<file path="src/rtl/decoder_stack_pkg.sv">
// decoder_stack_pkg: default sizes, k-field width derivation and the {data, k} entry type
package decoder_stack_pkg;
  localparam int DEF_DATA_WIDTH = 32;
  localparam int DEF_STACK_DEPTH = 16;
  function automatic int kw_of(input int dw);
    return $clog2(dw + 1);
  endfunction
  typedef struct packed {
    logic [DEF_DATA_WIDTH-1:0] data;
    logic [kw_of(DEF_DATA_WIDTH)-1:0] k;
  } stack_entry_t;
endpackage

</file>
<file path="src/rtl/decoder_stack.sv">
// decoder_stack: LIFO of {data, k} pairs with combinational top-of-stack outputs
// Ports: clk/rst_n (async active-low), push/pop requests with data_in/k_in,
// data_out/k_out show the top entry (0 when empty), full/empty decoded from the count.
module decoder_stack
  import decoder_stack_pkg::*;
#(
  parameter int DATA_WIDTH = DEF_DATA_WIDTH,
  parameter int STACK_DEPTH = DEF_STACK_DEPTH,
  localparam int KW = kw_of(DATA_WIDTH)
) (
  input  logic                  clk,
  input  logic                  rst_n,
  input  logic                  push,
  input  logic                  pop,
  input  logic [DATA_WIDTH-1:0] data_in,
  input  logic [KW-1:0]         k_in,
  output logic [DATA_WIDTH-1:0] data_out,
  output logic [KW-1:0]         k_out,
  output logic                  full,
  output logic                  empty
);
  localparam int CW = $clog2(STACK_DEPTH + 1);
  localparam int AW = $clog2(STACK_DEPTH);
  typedef struct packed {
    logic [DATA_WIDTH-1:0] data;
    logic [KW-1:0] k;
  } entry_t;
  entry_t mem_q [STACK_DEPTH];
  logic [CW-1:0] count_q, count_d;
  logic [AW-1:0] top_idx, wr_idx;
  logic wr_en;
  assign full = count_q == CW'(STACK_DEPTH);
  assign empty = count_q == '0;
  assign top_idx = AW'(count_q - CW'(1));
  assign data_out = empty ? '0 : mem_q[top_idx].data;
  assign k_out = empty ? '0 : mem_q[top_idx].k;
  // push+pop on a non-empty stack replaces the top; otherwise a push lands at count
  always_comb begin
    wr_en = push && (pop || !full);
    wr_idx = (pop && !empty) ? top_idx : AW'(count_q);
    count_d = (push && !full && (!pop || empty)) ? count_q + CW'(1)
            : (pop && !push && !empty) ? count_q - CW'(1)
            : count_q;
  end
  always_ff @(posedge clk or negedge rst_n) begin
    if (!rst_n) begin
      count_q <= '0;
      mem_q <= '{default: '0};
    end else begin
      count_q <= count_d;
      if (wr_en) mem_q[wr_idx] <= '{data: data_in, k: k_in};
    end
  end
endmodule

</file>
<file path="config.mk">
export PLATFORM = sky130hd
export DESIGN_NAME = decoder_stack
export DESIGN_NICKNAME = d
export VERILOG_FILES = /design/src/rtl/decoder_stack_pkg.sv /design/src/rtl/decoder_stack.sv
export SDC_FILE = /design/constraint.sdc
export NUM_CORES = 1
export LEC_CHECK = 0
export CORE_ASPECT_RATIO = 0.75
export CORE_UTILIZATION = 40
export CTS_BUF_LIST = sky130_fd_sc_hd__clkbuf_2 sky130_fd_sc_hd__clkbuf_4 sky130_fd_sc_hd__clkbuf_8
export CTS_CLUSTER_DIAMETER = 100
export DETAILED_ROUTE_END_ITERATION = 12
export HOLD_SLACK_MARGIN = 0.05
export PLACE_DENSITY = 0.53
export SKIP_LAST_GASP = 1
export SYNTH_ARGS = -nofsm -noshare
export SYNTH_HDL_FRONTEND = slang
export SYNTH_SLANG_ARGS = --single-unit
</file>
<file path="constraint.sdc">
create_clock -name clk -period 8.6 [get_ports clk]
set_input_delay 1.72 -clock clk [delete_from_list [all_inputs] [get_ports clk]]
set_output_delay 1.72 -clock clk [all_outputs]
set_load 0.02 [all_outputs]
</file>
==> results_dict.tcl, run 1 <==
set metrics [dict create \
    outcome "complete, no violations" \
    grt_pass1_wl_um 110000 \
    yosys-top-cells-area "dfrtp_1 (53%), mux2_2 (18%), mux4_2 (12%), mux2_4 (7.3%), mux2i_1 (2.7%)" \
    rsz0062_at_grt "false" \
    instances_no_fill 2837 \
    io_pins 82 \
    drc_errors 0 \
    grt_usage 0.201 \
    async_flop_share 1.00 \
    start_util 0.408 \
    power.density_mw_per_mm2 451 \
    hp-class "reg2reg" \
    required_ns 6.88 \
    fin_skew_ns 0.0191 \
    port_buffers 81 \
    final_common_cell "dfrtp_1" \
    antenna_found_initial 2 \
    die_w_um 312 \
    synth_ff_type "dfrtp_1" \
    syn_area_per_cell_um2 16.5 \
    cts_hold_buf 0 \
    tns_ns 0 \
    route.antenna.remaining_nets 0 \
    clk_path_buf_depth 3 \
    worstSetupEndpointType "output port" \
    tightest_slew_ns 1.08 \
    grt_pass1_vias 17000 \
    crit_fanout 59 \
    max_freq_ghz 0.142 \
    post_cts_resized 0 \
    nets 1849 \
    fp-row-count 84 \
    synthCells 1749 \
    numCtsBuffers 101 \
    die-area_mm2 0.0731 \
    cts_setup_buffers 0 \
    synth_seq_cells 613 \
    routed-via-count 15700 \
    final_layout_size_suffix_gt1_frac 0.536 \
    drt_iter0_drc 763 \
    gp_congestion 0.712 \
    fp.dieH_um 234 \
    yosys_warnings 0 \
    core_mm2 0.0706 \
    total_power_mw 14.7 \
    finalWirelength_um 71500 \
    ir_worst_vdd_mv 0.249 \
    grt_overflow 0 \
    clk_pin_slew_ns 0.06 \
    setup_viol 0 \
    yosysTopAreaCell "dfrtp_1" \
    n_fill_cell 6116 \
    syn_nets 1793 \
    clock_latency_ns 0.70 \
    dpl.hpwl_um 37900 \
    dr.pass1.iters 4 \
    drv_cap 0 \
    finalCritPeriodShare 0.819 \
    synth_area_mm2 0.0288 \
    root_buffer "clkbuf_8" \
    p_leak_nw 14.5 \
    period_minus_slack_ns 7.04 \
    grt_start_max_net_pins 183 \
    place_inst 2648 \
    wl_per_cell_um 25.2 \
    cp.arrival_ns 5.32 \
    dp_slack_ns 2.12 \
    layout_common_cells "dfrtp_1 (612), mux2_2 (469), mux4_2 (152)" \
    clock-sinks 613 \
    area_delta_synth_final_pct 13.5 \
    htree_levels 3 \
    seq_area_frac_synth 0.532 \
    timing_hold_violations_final 0 \
    vias_per_cell 5.55 \
    ys_types 51 \
    startpoint_type "flip-flop" \
    cts_tree "done" \
    synth_top_area_share 0.532 \
    report.final.slew_viol_count 0 \
    path_class "reg2out" \
    slew_headroom 0.279 \
    worst_slack_ns 1.56 \
    synth_edf_count 0 \
]
## critical path: stages, from the launching register on
cell and delay, ns:
dfrtp_4 1.11, inv_1 0.41, ha_4 1.01, buf_4 0.62, mux4_2 0.31, mux2i_1 0.10
o22ai_1 0.31, clkdlybuf4s50_1 0.68
## layout make-up
cell class	instances	area [µm²]	area share
clock inverters	19	208	0.00635
flip-flops and latches	613	15300	0.469
diodes	2	5.00	0.000153
repair buffers	118	1130	0.0346
multi-input cells	966	12700	0.390
well taps	946	1180	0.0362
clock buffers	168	2060	0.0629
inverters	5	18.8	0.000574
## worst paths after layout
| path | start | end | slack [ns] | cells after the start |
|---|---|---|---|---|
| setup / recovery | count_q[0]$_DFFE_PN0P_ | data_out[15] | 1.56 | 7 |
| hold / removal | mem_q[592]$_DFFE_PN0P_ | mem_q[592]$_DFFE_PN0P_ | 0.50 | 1 |
| setup reg to reg | count_q[0]$_DFFE_PN0P_ | mem_q[307]$_DFFE_PN0P_ | 3.49 | 8 |
| hold reg to reg | mem_q[592]$_DFFE_PN0P_ | mem_q[592]$_DFFE_PN0P_ | 0.50 | 1 |
| max in group asynchronous | rst_n | mem_q[576]$_DFFE_PN0P_ | 6.05 | 2 |
| min in group asynchronous | rst_n | mem_q[522]$_DFFE_PN0P_ | 1.05 | 1 |
## stage by stage
| step | hold WS (ns) | instance area [µm²] | util |
|---|---|---|---|
| after floorplan | 0.474 | 28800 | - |
| after global placement | 0.482 | 30400 | 0.431 |
| after detailed placement | 0.487 | 30400 | 0.431 |
| after CTS | 0.501 | 32700 | 0.463 |
| after global routing | 0.508 | 32700 | 0.463 |
| final | 0.499 | 32700 | 0.463 |
## per-layer routing
metal | wire length (µm) | track usage | vias to the layer above
met5 | 0 | 0 | -
met4 | 2080 | 0.0706 | 0
met3 | 2630 | 0.0359 | 131
met2 | 32400 | 0.305 | 305
met1 | 34400 | 0.289 | 8587
li1 | - | - | 6718
## kinds of logic (layout without fill, tap and decap cells)
| logic type | Yosys count | after routing | synth area share |
|---|---|---|---|
| other | 0 | 2 | 0 |
| and+or+nand+nor | 37 | 37 | 0.00743 |
| DFF | 613 | 613 | 0.532 |
| AOI/OAI and AO/OA | 84 | 84 | 0.0223 |
| adders and majority gates | 2 | 2 | 0.000868 |
| muxes | 838 | 838 | 0.402 |
| xor gates and xnor gates | 5 | 5 | 0.00152 |
| buffers and inverters | 170 | 310 | 0.0336 |
## flip-flops by register name (all words and copies together), names as in the netlist
register,cells
mem_q,608
count_q,5
## report_power, final
| part | switching (mW) | internal [mW] |
|---|---|---|
| Combinational | 3.09 | 3.81 |
| Sequential | 0.769 | 4.26 |
| Clock | 1.20 | 1.62 |
## cells in the mapped netlist, types with 4 or more instances
master,instances
a21oi_1,10
nor3_1,7
mux2i_1,77
nor2_1,4
buf_2,43
nand2_1,7
o22ai_1,39
buf_4,19
xnor2_1,4
inv_1,4
mux4_2,152
mux2_4,140
buf_6,23
dfrtp_1,613
o221ai_1,7
mux2_2,469
clkbuf_1,76
Power figures use the tool's default switching activity.
==> run 2: changes to the inputs <==
==> constraint.sdc (replaced) <==
create_clock -name clk -period 7.4 [get_ports clk]
set_input_delay 1.48 -clock clk [delete_from_list [all_inputs] [get_ports clk]]
set_output_delay 1.48 -clock clk [all_outputs]
set_load 0.02 [all_outputs]
==> run 2 against run 1 <==
Final area decreased by 0.44%. Count of clock-buffer cells in the layout fell by 6. First-iteration DRC count rose by 3.3%. Setup slack got worse by 0.56 ns. Flip-flop and latch count did not move. Critical path depth is the same. Clock skew shrank 0.0022 ns. Register-to-register slack got worse by 0.97 ns. Core utilization shrank 0.20 points. Non-clock buffer count is 3 lower. Critical endpoint is now k_out[0].
==> results_dict.tcl, run 2 (same netlist as run 1, synthesis figures left out) <==
set metrics [dict create \
    gp_congestion 0.778 \
    port_buffers 81 \
    numCtsBuffers 101 \
    drc_errors 0 \
    reg_top3 "mem_q (608), count_q (5)" \
    start_util 0.408 \
    grt_pass1_vias 17300 \
    ir_worst_vdd_mv 0.268 \
    dpl.hpwl_um 38100 \
    crit_fanout 39 \
    tns_ns 0 \
    p_int_mw 11.1 \
    top_register "mem_q" \
    required_ns 5.92 \
    power.density_mw_per_mm2 525 \
    nets 1846 \
    core_mm2 0.0706 \
    startpoint_type "flip-flop" \
    p_leak_nw 14.5 \
    outcome "complete, no violations" \
    grt_start_max_net_pins 160 \
    grt_pass1_wl_um 113000 \
    vias_per_cell 5.59 \
    dr.pass1.iters 5 \
    routed-via-count 15700 \
    drt_iter0_drc 788 \
    root_buffer "clkbuf_8" \
    grt_usage 0.204 \
    finalCritPeriodShare 0.865 \
    hold_path_depth 1 \
    drv_cap 0 \
    worstSetupEndpointType "output port" \
    io_pins 82 \
    swShare 0.349 \
    final_common_cell "dfrtp_1" \
    path_class "reg2out" \
    post_cts_resized 0 \
    fp.dieH_um 234 \
    clkPwrFrac 0.182 \
    setup_viol 0 \
    clk_path_buf_depth 3 \
    finalWirelength_um 72200 \
    report.final.slew_viol_count 0 \
    n_fill_cell 6188 \
    die_w_um 312 \
    diodes 0 \
    layout_common_cells "dfrtp_1 (612), mux2_2 (469), mux4_2 (152)" \
    multi_input_area_mm2 0.0127 \
    grt_overflow 0 \
    pwr-share-comb 0.477 \
    fp-row-count 84 \
    final_layout_size_suffix_gt1_frac 0.532 \
    clock_latency_ns 0.72 \
    fin_skew_ns 0.0169 \
    cts_tree "done" \
    largest_register_ffs 608 \
    ff_latch_area_mm2 0.0153 \
    hold_start "mem_q[92]$_DFFE_PN0P_" \
    r2r_start "count_q[0]$_DFFE_PN0P_" \
    antenna_found_initial 0 \
    clock-sinks 613 \
    total_power_mw 17.1 \
    cts_setup_buffers 0 \
    hp-class "reg2reg" \
    r2r_end "mem_q[94]$_DFFE_PN0P_" \
    sequentialPowerShare 0.341 \
    period_minus_slack_ns 6.40 \
    route.antenna.remaining_nets 0 \
    p_switching_mw 5.95 \
    slew_headroom 0.216 \
    rr_worst_depth 9 \
    die-area_mm2 0.0731 \
    area_delta_synth_final_pct 13.0 \
    r2r_slack_ns 2.52 \
    timing_hold_violations_final 0 \
    cts_hold_buf 0 \
    clk_pin_slew_ns 0.06 \
    max_freq_ghz 0.156 \
    htree_levels 3 \
    utilization 0.461 \
    rsz0062_at_grt "false" \
    tightest_slew_ns 1.17 \
    hold_end "mem_q[92]$_DFFE_PN0P_" \
    wl_per_cell_um 25.6 \
    cp.arrival_ns 4.92 \
]
==> run 2: layout make-up <==
class                   count  share of cell area
flip-flops and latches    613               0.471
multi-input cells         966               0.392
clock buffers             162              0.0624
well taps                 946              0.0364
repair buffers            115              0.0352
clock inverters            10             0.00246
inverters                   5            0.000577
==> run 2: routing by layer <==
layer,GRT usage,share of wire,wire [µm]
met3,0.0364,0.041,2950
met1,0.294,0.47,34300
met2,0.321,0.47,33800
met5,0,0,0
met4,0.0536,0.017,1250
==> run 2: stage by stage <==
stage / cell area [µm²] / setup WS [ns] / cells / hold WS, ns
CTS: 32500 / 0.862 / 2817 / 0.500
global placement: 30400 / 1.73 / 2645 / 0.482
floorplan: 28800 / 3.10 / 1749 / 0.474
global route: 32500 / 0.731 / 2817 / 0.509
detailed placement: 30400 / 1.67 / 2645 / 0.487
finish: 32500 / 1.00 / 2817 / 0.498
==> run 2: worst max-delay path by stage <==
stage | from | endpoint | slack (ns) | depth (start not counted)
floorplan | count_q[1]$_DFFE_PN0P_ | data_out[15] | 3.10 | 10
global placement | count_q[0]$_DFFE_PN0P_ | k_out[2] | 1.73 | 7
detailed placement | count_q[0]$_DFFE_PN0P_ | k_out[2] | 1.67 | 7
CTS | count_q[0]$_DFFE_PN0P_ | k_out[2] | 0.86 | 7
global route | count_q[0]$_DFFE_PN0P_ | k_out[0] | 0.73 | 7
finish | count_q[0]$_DFFE_PN0P_ | k_out[0] | 1.00 | 7
==> run 2: power groups by stage <==
stage / sequential [mW] / clock, mW / combinational (mW)
global placement: 5.81 / 0 / 8.15
finish: 5.82 / 3.11 / 8.15
global route: 6.04 / 3.38 / 8.68
detailed placement: 5.86 / 0 / 8.26
floorplan: 5.49 / 0 / 5.95
CTS: 5.82 / 3.22 / 8.28
==> run 2: worst max-delay path, cell delays in order, from the launching register on <==
cell	delay, ns
dfrtp_4	0.93
inv_1	0.36
ha_4	0.83
buf_4	0.63
mux4_2	0.31
mux2i_1	0.08
o22ai_1	0.32
clkdlybuf4s50_1	0.67
==> run 3: changes to the inputs <==
--- a/config.mk
+++ b/config.mk
@@ -11,7 +11,6 @@
 export CTS_CLUSTER_DIAMETER = 100
 export DETAILED_ROUTE_END_ITERATION = 12
 export HOLD_SLACK_MARGIN = 0.05
-export PLACE_DENSITY = 0.53
 export SKIP_LAST_GASP = 1
 export SYNTH_ARGS = -nofsm -noshare
 export SYNTH_HDL_FRONTEND = slang
==> run 3 against run 2 <==
Non-clock buffer count shrank 4. Global-route usage down 1.1 points. Final area increased by 0.15%. Fmax is 4.7% higher. Critical path type unchanged. Highest routed layer is now met5.
==> results_dict.tcl, run 3 (same netlist as run 1, synthesis figures left out) <==
set metrics [dict create \
    nets 1840 \
    pwr-share-comb 0.472 \
    rr_worst_depth 7 \
    hp-class "reg2reg" \
    fp-row-count 84 \
    route.antenna.remaining_nets 0 \
    max_freq_ghz 0.164 \
    io_pins 82 \
    clock_latency_ns 0.72 \
    r2r_slack_ns 2.62 \
    path_class "reg2out" \
    layout_common_cells "dfrtp_1 (612), mux2_2 (469), mux4_2 (152)" \
    htree_levels 3 \
    worstSetupEndpointType "output port" \
    drt_iter0_drc 965 \
    clk_path_buf_depth 3 \
    sequentialPowerShare 0.340 \
    clkPwrFrac 0.188 \
    clock-sinks 613 \
    required_ns 5.92 \
    grt_pass1_vias 16800 \
    grt_usage 0.193 \
    cp.arrival_ns 4.63 \
    startpoint_type "flip-flop" \
    worst_slack_ns 1.29 \
    top_register "mem_q" \
    multi_input_area_mm2 0.0127 \
    routed-via-count 15500 \
    finalWirelength_um 68100 \
    reg_top3 "mem_q (608), count_q (5)" \
    p_int_mw 11.2 \
    final_layout_size_suffix_gt1_frac 0.533 \
    report.final.slew_viol_count 0 \
    fp.dieH_um 234 \
    grt_pass1_wl_um 107000 \
    max_stage_delay_ns 0.82 \
    period_minus_slack_ns 6.11 \
    crit_fanout 60 \
    path_cells "inv_1 -> ha_4 -> buf_12 -> mux4_2 -> mux2i_1 -> o22ai_1 -> clkdlybuf4s50_1" \
    gp_congestion 0.787 \
    outcome "complete, no violations" \
    post_cts_resized 0 \
    rsz0062_at_grt "false" \
    cts_setup_buffers 0 \
    slew_headroom 0.250 \
    fin_skew_ns 0.0397 \
    hold_path_depth 1 \
    numCtsBuffers 99 \
    port_buffers 81 \
    dpl.hpwl_um 38200 \
    cts_hold_buf 0 \
    swShare 0.343 \
    tightest_slew_ns 1.12 \
    die_w_um 312 \
    p_leak_nw 14.5 \
    drc_errors 0 \
    power.density_mw_per_mm2 524 \
    utilization 0.462 \
    timing_hold_violations_final 0 \
    root_buffer "clkbuf_8" \
    n_fill_cell 6031 \
    largest_register_ffs 608 \
    final_common_cell "dfrtp_1" \
    die-area_mm2 0.0731 \
    tns_ns 0 \
    start_util 0.408 \
    grt_overflow 0 \
    cp_slowest_cell "dfrtp_4" \
    dp_slack_ns 1.87 \
    drv_cap 0 \
    wl_per_cell_um 24.1 \
    area_delta_synth_final_pct 13.1 \
    dr.pass1.iters 5 \
    finalCritPeriodShare 0.826 \
    core_mm2 0.0706 \
    p_switching_mw 5.86 \
    ir_worst_vdd_mv 0.430 \
    ff_latch_area_mm2 0.0153 \
    clk_pin_slew_ns 0.06 \
    grt_start_max_net_pins 180 \
    setup_viol 0 \
    cts_tree "done" \
    antenna_found_initial 3 \
    vias_per_cell 5.50 \
]
## run 3: changes by cell type in the layout (fill, tap and decap cells not counted), sizes merged
cell      previous run  this run
inv                 10         8
buf                 35        31
diode                0         1
bufinv               0         3
clkinvlp             1         3
clkbuf             162       161
clkinv               4        11
## run 3: area by class of cell
class	count	area share
Sequential cell	613	0.471
Multi-Input combinational cell	966	0.390
Clock buffer	161	0.0618
Tap cell	946	0.0363
Timing Repair Buffer	111	0.0342
Clock inverter	20	0.00595
Inverter	5	0.000576
Antenna cell	1	0.0000768
## run 3: routing by layer
layer,routed length [µm],track usage
met4,1240,0.0512
met2,30500,0.291
met3,2840,0.0389
met1,33400,0.284
met5,9,0
## run 3: through the flow
| stage | power (mW) | hold slack, ns | instance area (µm²) | cells |
|---|---|---|---|---|
| final | 17.1 | 0.496 | 32600 | 2823 |
| after global routing | 18.1 | 0.508 | 32600 | 2823 |
| after CTS | 17.3 | 0.501 | 32600 | 2822 |
| after detailed placement | 14.0 | 0.487 | 30400 | 2641 |
| after global placement | 13.8 | 0.482 | 30400 | 2641 |
| after floorplan | 11.4 | 0.474 | 28800 | 1749 |
## run 3: worst max-delay path, delay by kind of cell, from the launching register on
family,cells,cell delay (ns)
fa+ha+maj,1,0.77
flops,1,0.82
mux,2,0.35
compound gates,1,0.46
buf+inv,3,1.48
## run 3: worst paths after layout
path / start / end
max: count_q[0]$_DFFE_PN0P_ / data_out[20]
min: mem_q[297]$_DFFE_PN0P_ / mem_q[297]$_DFFE_PN0P_
max reg2reg: count_q[0]$_DFFE_PN0P_ / mem_q[405]$_DFFE_PN0P_
min reg2reg: mem_q[297]$_DFFE_PN0P_ / mem_q[297]$_DFFE_PN0P_
max in group asynchronous: rst_n / mem_q[234]$_DFFE_PN0P_
min in group asynchronous: rst_n / mem_q[27]$_DFFE_PN0P_
## run 3: power by group through the flow
stage               clock network (mW)  registers, mW  logic (mW)
finish                            3.20           5.81        8.06
detailed placement                   0           5.84        8.16
floorplan                            0           5.49        5.95
CTS                               3.30           5.81        8.17
global route                      3.46           6.02        8.58
global placement                     0           5.77        8.04
